==> src/rtl/dcache_dm_wb.sv <==
// dcache_dm_wb: direct-mapped, write-back, write-allocate data cache.
//
// The requester (MEM/WB stage) presents a load (rd_req) and/or a byte-lane
// store (wr_en/wr_data) at addr. A hit is serviced on the next clk edge.
// On a miss, miss is raised combinationally and the requester holds its
// inputs. The cache evicts the dirty victim line (if any), refills the line
// from memory, and then services the held request as an ordinary hit.
//
// Ports:
//   clk, rst      clock; synchronous active-high reset
//   rd_req        load request
//   wr_en[3:0]    store byte-lane enables (lane-aligned)
//   addr[31:0]    byte address (addr[1:0] ignored)
//   wr_data[31:0] store data (lane-aligned)
//   miss          request pending; requester must hold inputs while high
//   rd_data[31:0] registered load result, one cycle after the hit
//   mem_rd_req    line refill request (SWAP_IN only)
//   mem_wr_req    line writeback request (SWAP_OUT only)
//   mem_addr      line address {tag, set} of the current mem request
//   mem_wr_line   victim line being written back
//   mem_rd_line   refill line, sampled when mem_gnt is high in SWAP_IN
//   mem_gnt       single-cycle completion pulse for the current mem request
module dcache_dm_wb #(
    parameter int LINE_ADDR_LEN = 3,
    parameter int SET_ADDR_LEN  = 3
) (
    input  logic                               clk,
    input  logic                               rst,
    input  logic                               rd_req,
    input  logic [3:0]                         wr_en,
    input  logic [31:0]                        addr,
    input  logic [31:0]                        wr_data,
    output logic                               miss,
    output logic [31:0]                        rd_data,
    output logic                               mem_rd_req,
    output logic                               mem_wr_req,
    output logic [32-2-LINE_ADDR_LEN-1:0]      mem_addr,
    output logic [(32 << LINE_ADDR_LEN)-1:0]   mem_wr_line,
    input  logic [(32 << LINE_ADDR_LEN)-1:0]   mem_rd_line,
    input  logic                               mem_gnt
);
    localparam int TAG_ADDR_LEN = 32 - 2 - LINE_ADDR_LEN - SET_ADDR_LEN;
    localparam int WORDS        = 1 << LINE_ADDR_LEN;
    localparam int SETS         = 1 << SET_ADDR_LEN;

    typedef logic [WORDS-1:0][31:0] line_t;
    typedef enum logic [1:0] {IDLE, SWAP_OUT, SWAP_IN, SWAP_IN_OK} state_t;

    state_t                  state;
    line_t                   data_array [SETS];
    logic [TAG_ADDR_LEN-1:0] tag_array  [SETS];
    logic [SETS-1:0]         valid;
    logic [SETS-1:0]         dirty;
    logic [TAG_ADDR_LEN-1:0] miss_tag;
    logic [SET_ADDR_LEN-1:0] miss_set;
    line_t                   fill_line;

    logic [LINE_ADDR_LEN-1:0] word_idx;
    logic [SET_ADDR_LEN-1:0]  set_idx;
    logic [TAG_ADDR_LEN-1:0]  req_tag;
    logic                     req;
    logic                     hit;
    logic [31:0]              cur_word;
    logic [31:0]              merged_word;
    logic [1:0]               unused_byte_offset;

    assign word_idx = addr[LINE_ADDR_LEN+1:2];
    assign set_idx  = addr[LINE_ADDR_LEN+SET_ADDR_LEN+1:LINE_ADDR_LEN+2];
    assign req_tag  = addr[31:LINE_ADDR_LEN+SET_ADDR_LEN+2];
    assign unused_byte_offset = addr[1:0];

    assign req  = rd_req | (|wr_en);
    // Hits are only recognised in IDLE, so a request is never serviced
    // while a refill or eviction is still in flight.
    assign hit  = (state == IDLE) && valid[set_idx] && (tag_array[set_idx] == req_tag);
    assign miss = req & ~hit;

    // Store merge: lanes with wr_en clear keep the current word's bytes.
    assign cur_word    = data_array[set_idx][word_idx];
    assign merged_word = {wr_en[3] ? wr_data[31:24] : cur_word[31:24],
                          wr_en[2] ? wr_data[23:16] : cur_word[23:16],
                          wr_en[1] ? wr_data[15:8]  : cur_word[15:8],
                          wr_en[0] ? wr_data[7:0]   : cur_word[7:0]};

    // Control and registered outputs: FSM, valid/dirty, load result and
    // the memory-side request registers.
    always_ff @(posedge clk) begin
        if (rst) begin
            state       <= IDLE;
            valid       <= '0;
            dirty       <= '0;
            rd_data     <= '0;
            mem_rd_req  <= 1'b0;
            mem_wr_req  <= 1'b0;
            mem_addr    <= '0;
            mem_wr_line <= '0;
            miss_tag    <= '0;
            miss_set    <= '0;
        end else begin
            case (state)
                IDLE: begin
                    if (hit) begin
                        // rd_data takes the pre-store word on a combined load/store.
                        if (rd_req) rd_data <= cur_word;
                        if (|wr_en) dirty[set_idx] <= 1'b1;
                    end else if (req) begin
                        miss_tag <= req_tag;
                        miss_set <= set_idx;
                        if (valid[set_idx] && dirty[set_idx]) begin
                            state       <= SWAP_OUT;
                            mem_wr_req  <= 1'b1;
                            mem_addr    <= {tag_array[set_idx], set_idx};
                            mem_wr_line <= data_array[set_idx];
                        end else begin
                            state      <= SWAP_IN;
                            mem_rd_req <= 1'b1;
                            mem_addr   <= {req_tag, set_idx};
                        end
                    end
                end
                SWAP_OUT: begin
                    if (mem_gnt) begin
                        state      <= SWAP_IN;
                        mem_wr_req <= 1'b0;
                        mem_rd_req <= 1'b1;
                        mem_addr   <= {miss_tag, miss_set};
                    end
                end
                SWAP_IN: begin
                    if (mem_gnt) begin
                        state      <= SWAP_IN_OK;
                        mem_rd_req <= 1'b0;
                    end
                end
                SWAP_IN_OK: begin
                    valid[miss_set] <= 1'b1;
                    dirty[miss_set] <= 1'b0;
                    state           <= IDLE;
                end
                default: state <= IDLE;
            endcase
        end
    end

    // Storage arrays and the refill buffer carry no reset; valid bits
    // guard every read of them.
    always_ff @(posedge clk) begin
        if (hit && (|wr_en)) begin
            data_array[set_idx][word_idx] <= merged_word;
        end
        if ((state == SWAP_IN) && mem_gnt) begin
            fill_line <= mem_rd_line;
        end
        if (state == SWAP_IN_OK) begin
            data_array[miss_set] <= fill_line;
            tag_array[miss_set]  <= miss_tag;
        end
    end
endmodule
==> config.mk <==
export PLATFORM = sky130hd
export DESIGN_NAME = dcache_dm_wb
export DESIGN_NICKNAME = d
export VERILOG_FILES = /design/src/rtl/dcache_dm_wb.sv
export SDC_FILE = /design/constraint.sdc
export NUM_CORES = 2
export LEC_CHECK = 0
export CORE_ASPECT_RATIO = 0.6
export CORE_MARGIN = 4
export CORE_UTILIZATION = 40
export DETAILED_ROUTE_END_ITERATION = 16
export MAX_ROUTING_LAYER = met4
export REMOVE_ABC_BUFFERS = 1
export SLEW_MARGIN = 40
export SYNTH_ARGS = -nofsm -noshare
export SYNTH_HDL_FRONTEND = slang
export SYNTH_SLANG_ARGS = --single-unit
export TNS_END_PERCENT = 10
==> constraint.sdc <==
create_clock -name clk -period 9.3 [get_ports clk]
set_input_delay 1.86 -clock clk [delete_from_list [all_inputs] [get_ports clk]]
set_output_delay 1.86 -clock clk [all_outputs]
set_load 0.01 [all_outputs]
* Yosys cells after proc, flatten, opt, wreduce, memory -nomap -nowiden
Memory sizes are Yosys's and may differ from the RTL's. Index checks and enable logic that the tools add are counted.
Storage, ports and cells: flip-flop bits (word level) 618, latch bits 0, memory bits (writable) 2240, memory bits (read-only) 0, logic and storage cells 114, memories kept 2
Memories:
- data_array | depth 8, bits a word 256, read ports 1, clocked after memory_dff 0, write ports 1, RTL line 50 | line_t data_array [SETS];
- tag_array | depth 8, bits a word 24, read ports 1, clocked after memory_dff 0, write ports 1, RTL line 51 | logic [TAG_ADDR_LEN-1:0] tag_array [SETS];
Cells by class: add/subtract/negate cells 0, $mul 0, divide/modulo/power cells 0, magnitude comparators 6, equal/unequal tests 12, shifts and indexed selects 0, mux-type cells 47, bitwise logic cells 7, reduce and logical (&&, ||, !) cells 22
Operator list (count):
- two-way mux 256 bit | 3
- OR reduction 256 bit | 1
- two-way mux 27 bit | 4
- binary-select mux 32 bit (select 3 bit) | 1
- demux 32 bit (select 3 bit) | 1
- two-way mux 32 bit | 2
- one-hot mux 27 bit (2 select lines) | 1
- two-way mux 8 bit | 6
- == test 24 bit | 1
- bitwise OR 8 bit | 2
- one-hot mux 8 bit (2 select lines) | 1
- two-way mux 1 bit | 15
- != test 2 bit (second input constant) | 7
- < comparator 3 x 4 -> 1 bit (second input constant) | 3
- AND reduction 4 bit | 3
- two-way mux 2 bit | 5
- greater-or-equal comparator 3 x 1 -> 1 bit (second input constant) | 3
- AND reduction 3 bit | 3
- AND 8 bit | 1
- logical AND 1 bit | 8
- NOT 8 bit | 1
- one-hot mux 2 bit (4 select lines) | 1
- binary-select mux 1 bit (select 3 bit) | 2
- demux 1 bit (select 3 bit) | 2
- 15 further kinds | 17

* Longest topological paths before layout
word-level depth 8, gate-level depth with buffers 16

* Worst setup path after synthesis
No wires, ideal clock.
path kind input to register, start input port mem_gnt, end register mem_rd_req, setup time 0.125 ns, data arrival time 8.448 ns, data required time 9.175 ns, setup slack 0.727 ns, stages 3, path buffers 0, cells stage by stage and2_1 > and4b_1 > nor3_1
On the way: word-level cells in the longest chain between the ends 2
RTL lines:
- start: declaration | RTL line 40 | input logic mem_gnt
- != test 2 bit (no line)
- AND reduction 6 bit (no line) (*)
- end signal: assignment | RTL line 93 | mem_rd_req <= 1'b0;
- end signal: assignment | RTL line 116 | mem_rd_req <= 1'b1;
- end signal: assignment | RTL line 125 | mem_rd_req <= 1'b1;
- end: declaration | RTL line 35 | output logic mem_rd_req,
Every way passes the cells marked *; elsewhere a longest branch is shown, timed or not. A chain may end at the register's enable or synchronous reset.

* Worst setup path after layout
start input port addr[6], end output port miss
On the way: word-level cells in the longest chain between the ends 6
RTL lines:
- start: declaration | RTL line 31 | input logic [31:0] addr,
- parallel branches: the longest is 3 deep, another holds memory read (8 x 24 bit)
- logical AND 1 bit (*) | RTL line 75 | assign hit = (state == IDLE) && valid[set_idx] && (tag_array[set_idx] == req_tag);
- NOT 1 bit (no line) (*)
- AND 1 bit (*) | RTL line 76 | assign miss = req & ~hit;
- end: declaration | RTL line 33 | output logic miss,
Every way passes the cells marked *. The select of a mux whose other input is x is not followed.

==> results.toml <==
[status]
outcome = "finished, final reports clean"

[sta]
hold_viol = 0
rsz0062_at_grt = "no"
setup_viol = 0
slew_headroom = 0.3301
setup_slack_ns = 1.636
worst_slew_pin_slew_ns = 1.005
period_share = 0.8241
fin_tns_setup_ns = 0
fin_worst_skew_ns = 0.06155
max_freq_ghz = 0.1305
min_period_ns = 7.664
slew_viol_final = 0

[cts]
cts_tree = "yes"
post_cts_buffers = 0
path_clk_slew_ns = 0.06
insertion_delay_ns = 0.88
cts_hold_buf = 0
cts_resized = 0
h-tree-depth = 5
clockBufferDepth = 4
cts_root_buffer = "clkbuf_16"
cts_buffers = 276
cts_sinks = 2858

[die]
die_area_sq_mm = 0.2898
die_h_um = 418.6
num_rows = 150
initial_core_util = 0.4027
ios = 646
core_sq_mm = 0.2791
die_w_um = 692.3

[grt]
grt_pass1_wl_mm = 571.0
antenna_found_initial = 51
globalRouteOverflowTotal = 0
grt_pass1_vias = 68960
grt_max_degree = 146
track_usage = 0.2903

[power]
power_density_mw_per_mm2 = 224.5
p_leak_nw = 45.31
power_w = 0.03035
peakVddDrop_mv = 0.1269

[synthesis]
syn_inst = 7327
synthArstFlopShare = 0
synth_top_area_cell = "edfxtp_1"
synth-edff-count = 2496
synth_most_common_cell = "edfxtp_1"
ys_types = 68
yosys-top-cells-area = "edfxtp_1 67%, dfxtp_1 6.4%, mux2i_1 5.9%"
synth_area_per_cell_sq_um = 15.34
yosys-top-cells-count = "2,496 x edfxtp_1, 661 x mux2i_1, 578 x nand2_1, 474 x a21oi_1, 362 x dfxtp_1"
synth.top_cell.area_share = 0.6669
syn_area_sq_mm = 0.1124
ys_ff_latch = 2858
synth_seq_area_share = 0.7313
yosysWarnings = 0
ys.flop_type = "edfxtp_1"

[setup_path]
crit_path_max_fanout = 41
worst-r2r-cell-count = 9
worstReg2RegStart = "data_array[1][217]"
worst-endpoint-arrival_ns = 5.80
worstSetupEndpointType = "output pin"
rr_endpoint = "data_array[7][217]"
cp_data_required_time_ns = 7.44
rrSetupSlack_ns = 4.24
crit_type = "primary input to output pin"
worst_setup_path_start_kind = "primary input"

[placed_design]
dp_hpwl_mm = 276.8
io_buffers = 643
place_ws_ns = 1.681
gp_congestion = 0.9693

[worst_hold_path]
min_to = "rd_data[21]"
hold_depth = 2
worstHoldStart = "rd_data[21]"
hold_path_class = "flip-flop to flip-flop"

[routing]
finalWirelength_mm = 421.8
drtIter0Drc = 9970
wl_per_cell_um = 35.05
via_per_inst = 6.092
drc_errors = 0
drt_pass1_iterations = 13
antenna_left = 0
vias = 73310

[job]
max-cap-violations = 0

[layout]
syn2layout_area_growth_pct = 20.26
nets = 8387
drive_gt1_frac = 0.1502
[metal layers]
metal,GRT usage,routed length [um],vias to the layer above
met1,0.3707,160600,37410
li1,-,-,30430
met4,0.1426,24600,0
met5,-,0,-
met3,0.08490,49710,952
met2,0.4236,186900,4523
[registers in the layout, summed over array words and instances (netlist names)]
register     flops
data_array    2048
fill_line      256
mem_wr_line    256
tag_array      192
rd_data         32
mem_addr        27
miss_tag        24
dirty            8
valid            8
miss_set         3
state            2
mem_rd_req       1
mem_wr_req       1
[report_power, final]
| group | total [W] | switching (W) | internal [W] |
|---|---|---|---|
| Clock | 0.0113 | 0.00494 | 0.00635 |
| Combinational | 0.00377 | 0.00276 | 0.00101 |
| Sequential | 0.0153 | 0.000278 | 0.0150 |
| Total | 0.0304 | 0.00797 | 0.0224 |
[logic make-up after synthesis]
group | Yosys count | share of synthesized area
AOI/OAI and AO/OA | 1863 | 0.1165
xor gates and xnor gates | 12 | 0.0009351
adders and majority gates | 4 | 0.0004453
buffers and inverters | 612 | 0.02362
DFF | 2858 | 0.7313
muxes | 920 | 0.08822
and+or+nand+nor | 1058 | 0.03895
[area by class of cell]
cell class,count,area (sq um)
fillers,23540,143900
well taps,3724,4659
multi-input cells,3857,29370
diodes,39,97.59
clock buffers,362,7749
clock inverters,132,1137
inverters,58,235.2
flip-flops and latches,2858,82200
repair buffers,1004,9726
[per-stage QoR]
| step | instances | hold slack, ns | util | instance area [sq um] |
|---|---|---|---|---|
| final | 12030 | 0.4667 | 0.4843 | 135200 |
| after CTS | 11990 | 0.4644 | 0.4833 | 134900 |
| after global placement | 11460 | 0.4482 | 0.4485 | 125200 |
| after detailed placement | 11500 | 0.4556 | 0.4515 | 126000 |
| after floorplan | 6773 | 0.4396 | - | 110000 |
| after global routing | 12030 | 0.4912 | 0.4843 | 135200 |
[cell usage in the layout (no fill, tap or decap), types with 49 or more instances in the layout]
cell             synthesis  routed
clkdlybuf4s50_1          0     634
a221oi_1               146     106
o21ai_0                 97      96
a21oi_1                474     452
mux2_2                 225     225
a21o_1                  91      91
o2bb2ai_1              230     230
o31ai_4                  0      64
nand2_1                578     575
o22ai_1                165     154
a22oi_1                106     106
dfxtp_1                362     362
clkbuf_1               318      51
edfxtp_1              2496    2496
clkbuf_16                0     291
mux2i_1                661     660
nor3_1                 106     102
nor2_1                 274     262
a211oi_1               217     216
buf_4                   46     290
a22o_1                  66      66
clkinv_1                 2      49
[critical path: stages]
cell and delay [ns]:
buf_8 0.42, buf_4 0.38, and2_2 0.20, buf_4 0.64, a22oi_1 0.21, o211ai_1 0.22, xor2_1 0.20, nand4_1 0.34
nor4_4 0.44, nor2_1 0.14, clkdlybuf4s50_1 0.52
[worst max-delay path by stage]
| stage | start | endpoint | slack (ns) | cells after the start |
|---|---|---|---|---|
| detailed placement | addr[7] | data_array[1][217] | 1.68 | 11 |
| global route | addr[5] | miss | 1.58 | 11 |
| CTS | addr[6] | miss | 1.75 | 11 |
| finish | addr[6] | miss | 1.64 | 11 |
| global placement | addr[5] | data_array[3][184] | 1.48 | 11 |
| floorplan | addr[7] | mem_wr_line[0] | -14.49 | 8 |
(Power assumes the default switching activity.)
